===== src/rtl/board_ram_arbiter.sv =====
// rtl/board_ram_arbiter.sv - round-robin burst arbiter for the shared board RAM
module board_ram_arbiter #(
    parameter int N       = 3,
    parameter int AW      = 8,
    parameter int DW      = 6,
    parameter int DEPTH   = 220,
    parameter int TIMEOUT = 64
) (
    input  logic            clk,
    input  logic            reset,
    input  logic [N-1:0]    req,
    input  logic [N-1:0]    we,
    input  logic [N-1:0]    last,
    input  logic [N*AW-1:0] addr,
    input  logic [N*DW-1:0] wdata,
    output logic [N-1:0]    gnt,
    output logic [N-1:0]    rvalid,
    output logic [DW-1:0]   rdata,
    output logic            err_timeout,
    output logic            err_oob,
    output logic [AW-1:0]   ram_addr,
    output logic [DW-1:0]   ram_in,
    output logic            ram_wren,
    input  logic [DW-1:0]   ram_out
);
    localparam int PW = (N > 1) ? $clog2(N) : 1;
    localparam int WW = (TIMEOUT > 1) ? $clog2(TIMEOUT) : 1;

    typedef enum logic {IDLE, BUSY} state_t;

    state_t        state, state_next;
    logic [PW-1:0] ptr, ptr_next, pick_idx, cand, own_idx;
    logic          pick_found;
    logic [WW-1:0] wd, wd_next;
    logic [N-1:0]  gnt_next, rvalid_next;
    logic          err_timeout_next, err_oob_next;
    logic [AW-1:0] addr_a [N];
    logic [DW-1:0] wdata_a [N];
    logic [AW-1:0] own_addr;
    logic [DW-1:0] own_wdata;
    logic          own_oob, access;

    for (genvar k = 0; k < N; k++) begin : g_split
        assign addr_a[k]  = addr[k*AW +: AW];
        assign wdata_a[k] = wdata[k*DW +: DW];
    end

    assign rdata = ram_out;

    // First requester at or after ptr, wrapping.
    always_comb begin
        pick_found = 1'b0;
        pick_idx   = '0;
        cand       = '0;
        for (int i = 0; i < N; i++) begin
            cand = PW'((int'(ptr) + i) % N);
            if (!pick_found && req[cand]) begin
                pick_found = 1'b1;
                pick_idx   = cand;
            end
        end
    end

    always_comb begin
        own_idx = '0;
        for (int i = 0; i < N; i++) begin
            if (gnt[i]) own_idx = PW'(i);
        end
    end

    assign own_addr  = addr_a[own_idx];
    assign own_wdata = wdata_a[own_idx];
    assign own_oob   = {{(32-AW){1'b0}}, own_addr} >= 32'(DEPTH);
    assign access    = (state == BUSY) && req[own_idx];

    always_comb begin
        state_next       = state;
        gnt_next         = gnt;
        ptr_next         = ptr;
        wd_next          = wd;
        rvalid_next      = '0;
        err_oob_next     = 1'b0;
        err_timeout_next = err_timeout;
        ram_addr         = '0;
        ram_in           = '0;
        ram_wren         = 1'b0;
        case (state)
            IDLE: begin
                wd_next = '0;
                if (pick_found) begin
                    gnt_next           = '0;
                    gnt_next[pick_idx] = 1'b1;
                    state_next         = BUSY;
                    ptr_next           = (int'(pick_idx) == N - 1) ? '0 : pick_idx + 1'b1;
                end
            end
            BUSY: begin
                if (access) begin
                    ram_addr              = own_addr;
                    ram_in                = own_wdata;
                    ram_wren              = we[own_idx] & ~own_oob;
                    wd_next               = '0;
                    rvalid_next[own_idx]  = ~we[own_idx];
                    err_oob_next          = own_oob;
                    if (last[own_idx]) begin
                        gnt_next   = '0;
                        state_next = IDLE;
                    end
                end else if (wd == WW'(TIMEOUT - 1)) begin
                    // Owner went quiet for too long: take the RAM back.
                    gnt_next         = '0;
                    state_next       = IDLE;
                    wd_next          = '0;
                    err_timeout_next = 1'b1;
                end else begin
                    wd_next = wd + 1'b1;
                end
            end
            default: state_next = IDLE;
        endcase
    end

    always_ff @(posedge clk or posedge reset) begin
        if (reset) begin
            state       <= IDLE;
            gnt         <= '0;
            rvalid      <= '0;
            ptr         <= '0;
            wd          <= '0;
            err_timeout <= 1'b0;
            err_oob     <= 1'b0;
        end else begin
            state       <= state_next;
            gnt         <= gnt_next;
            rvalid      <= rvalid_next;
            ptr         <= ptr_next;
            wd          <= wd_next;
            err_timeout <= err_timeout_next;
            err_oob     <= err_oob_next;
        end
    end
endmodule


===== config.mk =====
export PLATFORM = sky130hd
export DESIGN_NAME = board_ram_arbiter
export DESIGN_NICKNAME = d
export VERILOG_FILES = /design/src/rtl/board_ram_arbiter.sv
export SDC_FILE = /design/constraint.sdc
export NUM_CORES = 1
export LEC_CHECK = 0
export BUFFER_PORTS_ARGS = -buffer_cell sky130_fd_sc_hd__buf_2
export CORE_MARGIN = 2
export CORE_UTILIZATION = 47
export DETAILED_ROUTE_END_ITERATION = 10
export PLACE_DENSITY = 0.84
export SLEW_MARGIN = 20
export SYNTH_ARGS = -nofsm -noshare
export SYNTH_HDL_FRONTEND = slang
export SYNTH_SLANG_ARGS = --single-unit

===== constraint.sdc =====
create_clock -name clk -period 4.4 [get_ports clk]
set_input_delay 0.88 -clock clk [delete_from_list [all_inputs] [get_ports clk]]
set_output_delay 0.88 -clock clk [all_outputs]
set_load 0.02 [all_outputs]

==> flow_metrics.env <==
export IMPL_run_status="finished clean"
export IMPL_post_synth_cell_area_avg_sq_um=8.22
export IMPL_postCtsHoldBufs=0
export IMPL_cts_repair_resized=0
export IMPL_total_power_density_per_cell_area_nw_per_um2=625
export IMPL_cp_cell_sequence="mux2_2, mux2i_1, or3_1, a21oi_1, a211oi_1, buf_2"
export IMPL_ys_dominant_reg_cell="dfrtp_1"
export IMPL_critical_path_arrival_ps=2540
export IMPL_layout_core_utilization=0.603
export IMPL_drt_antenna_violating_nets=0
export IMPL_final_period_minus_worst_setup_slack_ps=3420
export IMPL_timing_final_max_slew_violations=0
export IMPL_gp_congestion=0.810
export IMPL_worst_slack_ps=985
export IMPL_worst_path_stages=6
export IMPL_root_buffer="clkbuf_4"
export IMPL_worstRegToRegCells=5
export IMPL_hold_path_depth=1
export IMPL_grt_max_degree=30
export IMPL_critical_path_top_delay_family="flip-flops"
export IMPL_clock_path_buffers=2
export IMPL_std_cell_rows=20
export IMPL_antenna_found_initial=0
export IMPL_timing_critical_path_slowest_stage_cell="dfrtp_1"
export IMPL_remaining_max_slew_budget_at_the_tightest_pin=0.383
export IMPL_synthesis_nets=243
export IMPL_fin_skew_ps=2.71
export IMPL_max_slew_worst_pin_slew_ps=925
export IMPL_crit_fanout=22
export IMPL_post_cts_repair_setup_buffers=0
export IMPL_finalSetupViolations=0
export IMPL_grt_pass1_vias=1249
export IMPL_timing_worst_setup_path_type="reg -> out"
export IMPL_floorplan_die_width_um=60.0
export IMPL_synth_edff_count=0
export IMPL_leakagePower_nw=0.948
export IMPL_worstPathBufferInverterCount=1
export IMPL_synthesis_yosys_warnings=0
export IMPL_synth_async_reset_ratio=1.00
export IMPL_endpoint_kind="output port"
export IMPL_worst_skew_pair_late_latency_ps=300
export IMPL_synth_sequential_area_ratio=0.289
export IMPL_ys_seq_elements=17
export IMPL_number_of_maximum_capacitance_constraint_violations=0
export IMPL_grt_setup_unrepaired="false"
export IMPL_max_stage_delay_ps=960
export IMPL_placement_io_buffers=75
export IMPL_place_area_sq_um=1780
export IMPL_grt_pass1_wl_um=5350
export IMPL_routed_via_density=5.17
export IMPL_final_period_utilization=0.776
export IMPL_cts_tree="done"
export IMPL_post_place_ws_ps=1310
export IMPL_floorplan_initialDensity=0.490
export IMPL_global_route_usage_total=0.188
export IMPL_cts_htree_levels=1
export IMPL_floorplan_die_height_um=60.0
export IMPL_number_of_buffers_created_by_cts=3
export IMPL_layout_nets=308
export IMPL_route_detailed_drc=0
export IMPL_final_hold_viol_count=0
export IMPL_clock_sinks=17
export IMPL_fin_area_sq_um=1810
export IMPL_fin_tns_setup_ps=0
export IMPL_total_vias_in_the_final_route=1426
export IMPL_die_area_sq_um=3590
export IMPL_io_pins=88
export IMPL_max_vdd_ir_drop_v=0.000325
export IMPL_clock_fmax_ghz=0.293
export IMPL_insertedDiodeCount=0
export IMPL_drtIter0Drc=50
export IMPL_ys_types=47
export IMPL_flow_area_growth_from_synthesis_pct=23.0
export IMPL_proportion_of_layout_cells_with_a_drive_suffix_above_1=0.354
export IMPL_drt_total_wl_um=3340
export IMPL_hpwl_detailed_um=2680
export IMPL_mapped_area_sq_um=1470
export IMPL_critical_path_startpoint_type="flip-flop"
export IMPL_min_path_type="reg -> reg"
export IMPL_drtPass1Iterations=4
export IMPL_cp_data_required_time_ps=3520
export IMPL_grt_overflow_total=0
export IMPL_mapped_cells=179
export IMPL_routedWlPerCell_um=12.1
export IMPL_clkSlewWorstSetupHoldPaths_ps=100
export IMPL_core_region_area_sq_um=3000
## layer usage
layer	up-vias	track usage	routed length, um	part of all wire
li1	743	-	-	-
met1	637	0.258	1530	0.46
met2	43	0.318	1610	0.48
met3	3	0.0195	182	0.054
met4	0	0.0444	26	0.0078
met5	-	0	0	0
## synthesized netlist by cell type, drive strengths merged (3+ instances only)
library cell  instances  area share
nor2                 34       0.087
dfrtp                17        0.29
mux2i                17        0.12
a21oi                16       0.062
buf                  13       0.066
inv                  11       0.028
o21ai                10       0.037
nand2                 6       0.015
ha                    5       0.043
nor2b                 5       0.021
mux2                  3       0.023
nand2b                3       0.013
o22ai                 3       0.017
xnor2                 3       0.018
## final cells by class
class                           count  area, sq um
Fill cell                         278         1190
Tap cell                           33         41.3
Inverter                           11         41.3
Clock inverter                      1         5.00
Multi-Input combinational cell    136          900
Timing Repair Buffer               75          375
Sequential cell                    17          425
Clock buffer                        3         22.5
## flip-flops by register name, summed over array words and instances (netlist names)
signal,flops
state,1
err_oob,1
rvalid,3
gnt,3
wd,6
err_timeout,1
ptr,2
## stage by stage
| stage | power, W | hold WS [ps] | std cells |
|---|---|---|---|
| detailed placement | 0.00105 | 450 | 272 |
| floorplan | 0.000899 | 432 | 179 |
| global placement | 0.00104 | 454 | 272 |
| global route | 0.00123 | 488 | 276 |
| CTS | 0.00113 | 473 | 276 |
| finish | 0.00113 | 472 | 276 |
## worst register-to-register path, stage by stage (launching register included)
cell,delay [ps]
dfrtp_1,960
nand2b_1,230
a311o_1,590
o22a_1,270
a21boi_4,220
o32ai_1,110
## power by group
part | internal [W] | switching, W | leakage [nW]
sequential | 0.000196 | 0.0000851 | 0.226
combinational | 0.000323 | 0.000441 | 0.704
clock | 0.0000340 | 0.0000518 | 0.0177
total | 0.000553 | 0.000578 | 0.948
## cells by family (layout without fill, tap and decap cells)
kind of cell,after synthesis,after routing,share of synthesized area
and+or+nand+nor,62,62,0.196
AOI/OAI and AO/OA,45,45,0.211
buffers and inverters,26,90,0.0995
muxes,20,20,0.139
DFF,17,17,0.289
adders and majority gates,5,5,0.0425
xor gates and xnor gates,4,4,0.0238
## path summary, 6_finish.rpt
check | slack [ps] | endpoint | from
worst max-delay path | 980 | ram_wren | gnt[1]
worst min-delay path | 470 | wd[0] | wd[0]
worst max register to register | 1910 | gnt[1] | gnt[1]
worst min register to register | 470 | wd[0] | wd[0]
max in group asynchronous | 3380 | wd[0] | reset
min in group asynchronous | 630 | gnt[2] | reset
## layout by cell type (no fill, tap or decap), types with 3 or more instances in the layout
cell type  netlist  routed
inv_1           10      10
nand2_1          6       6
nor2_1          34      34
a21oi_1         15      15
dfrtp_1         17      17
o21ai_0          9       9
xnor2_1          3       3
clkbuf_4         0       3
ha_1             5       5
mux2i_1         17      17
nand2b_1         3       3
buf_2            3      75
nor2b_1          5       5
Note: power is estimated with default switching activity, not from simulation.
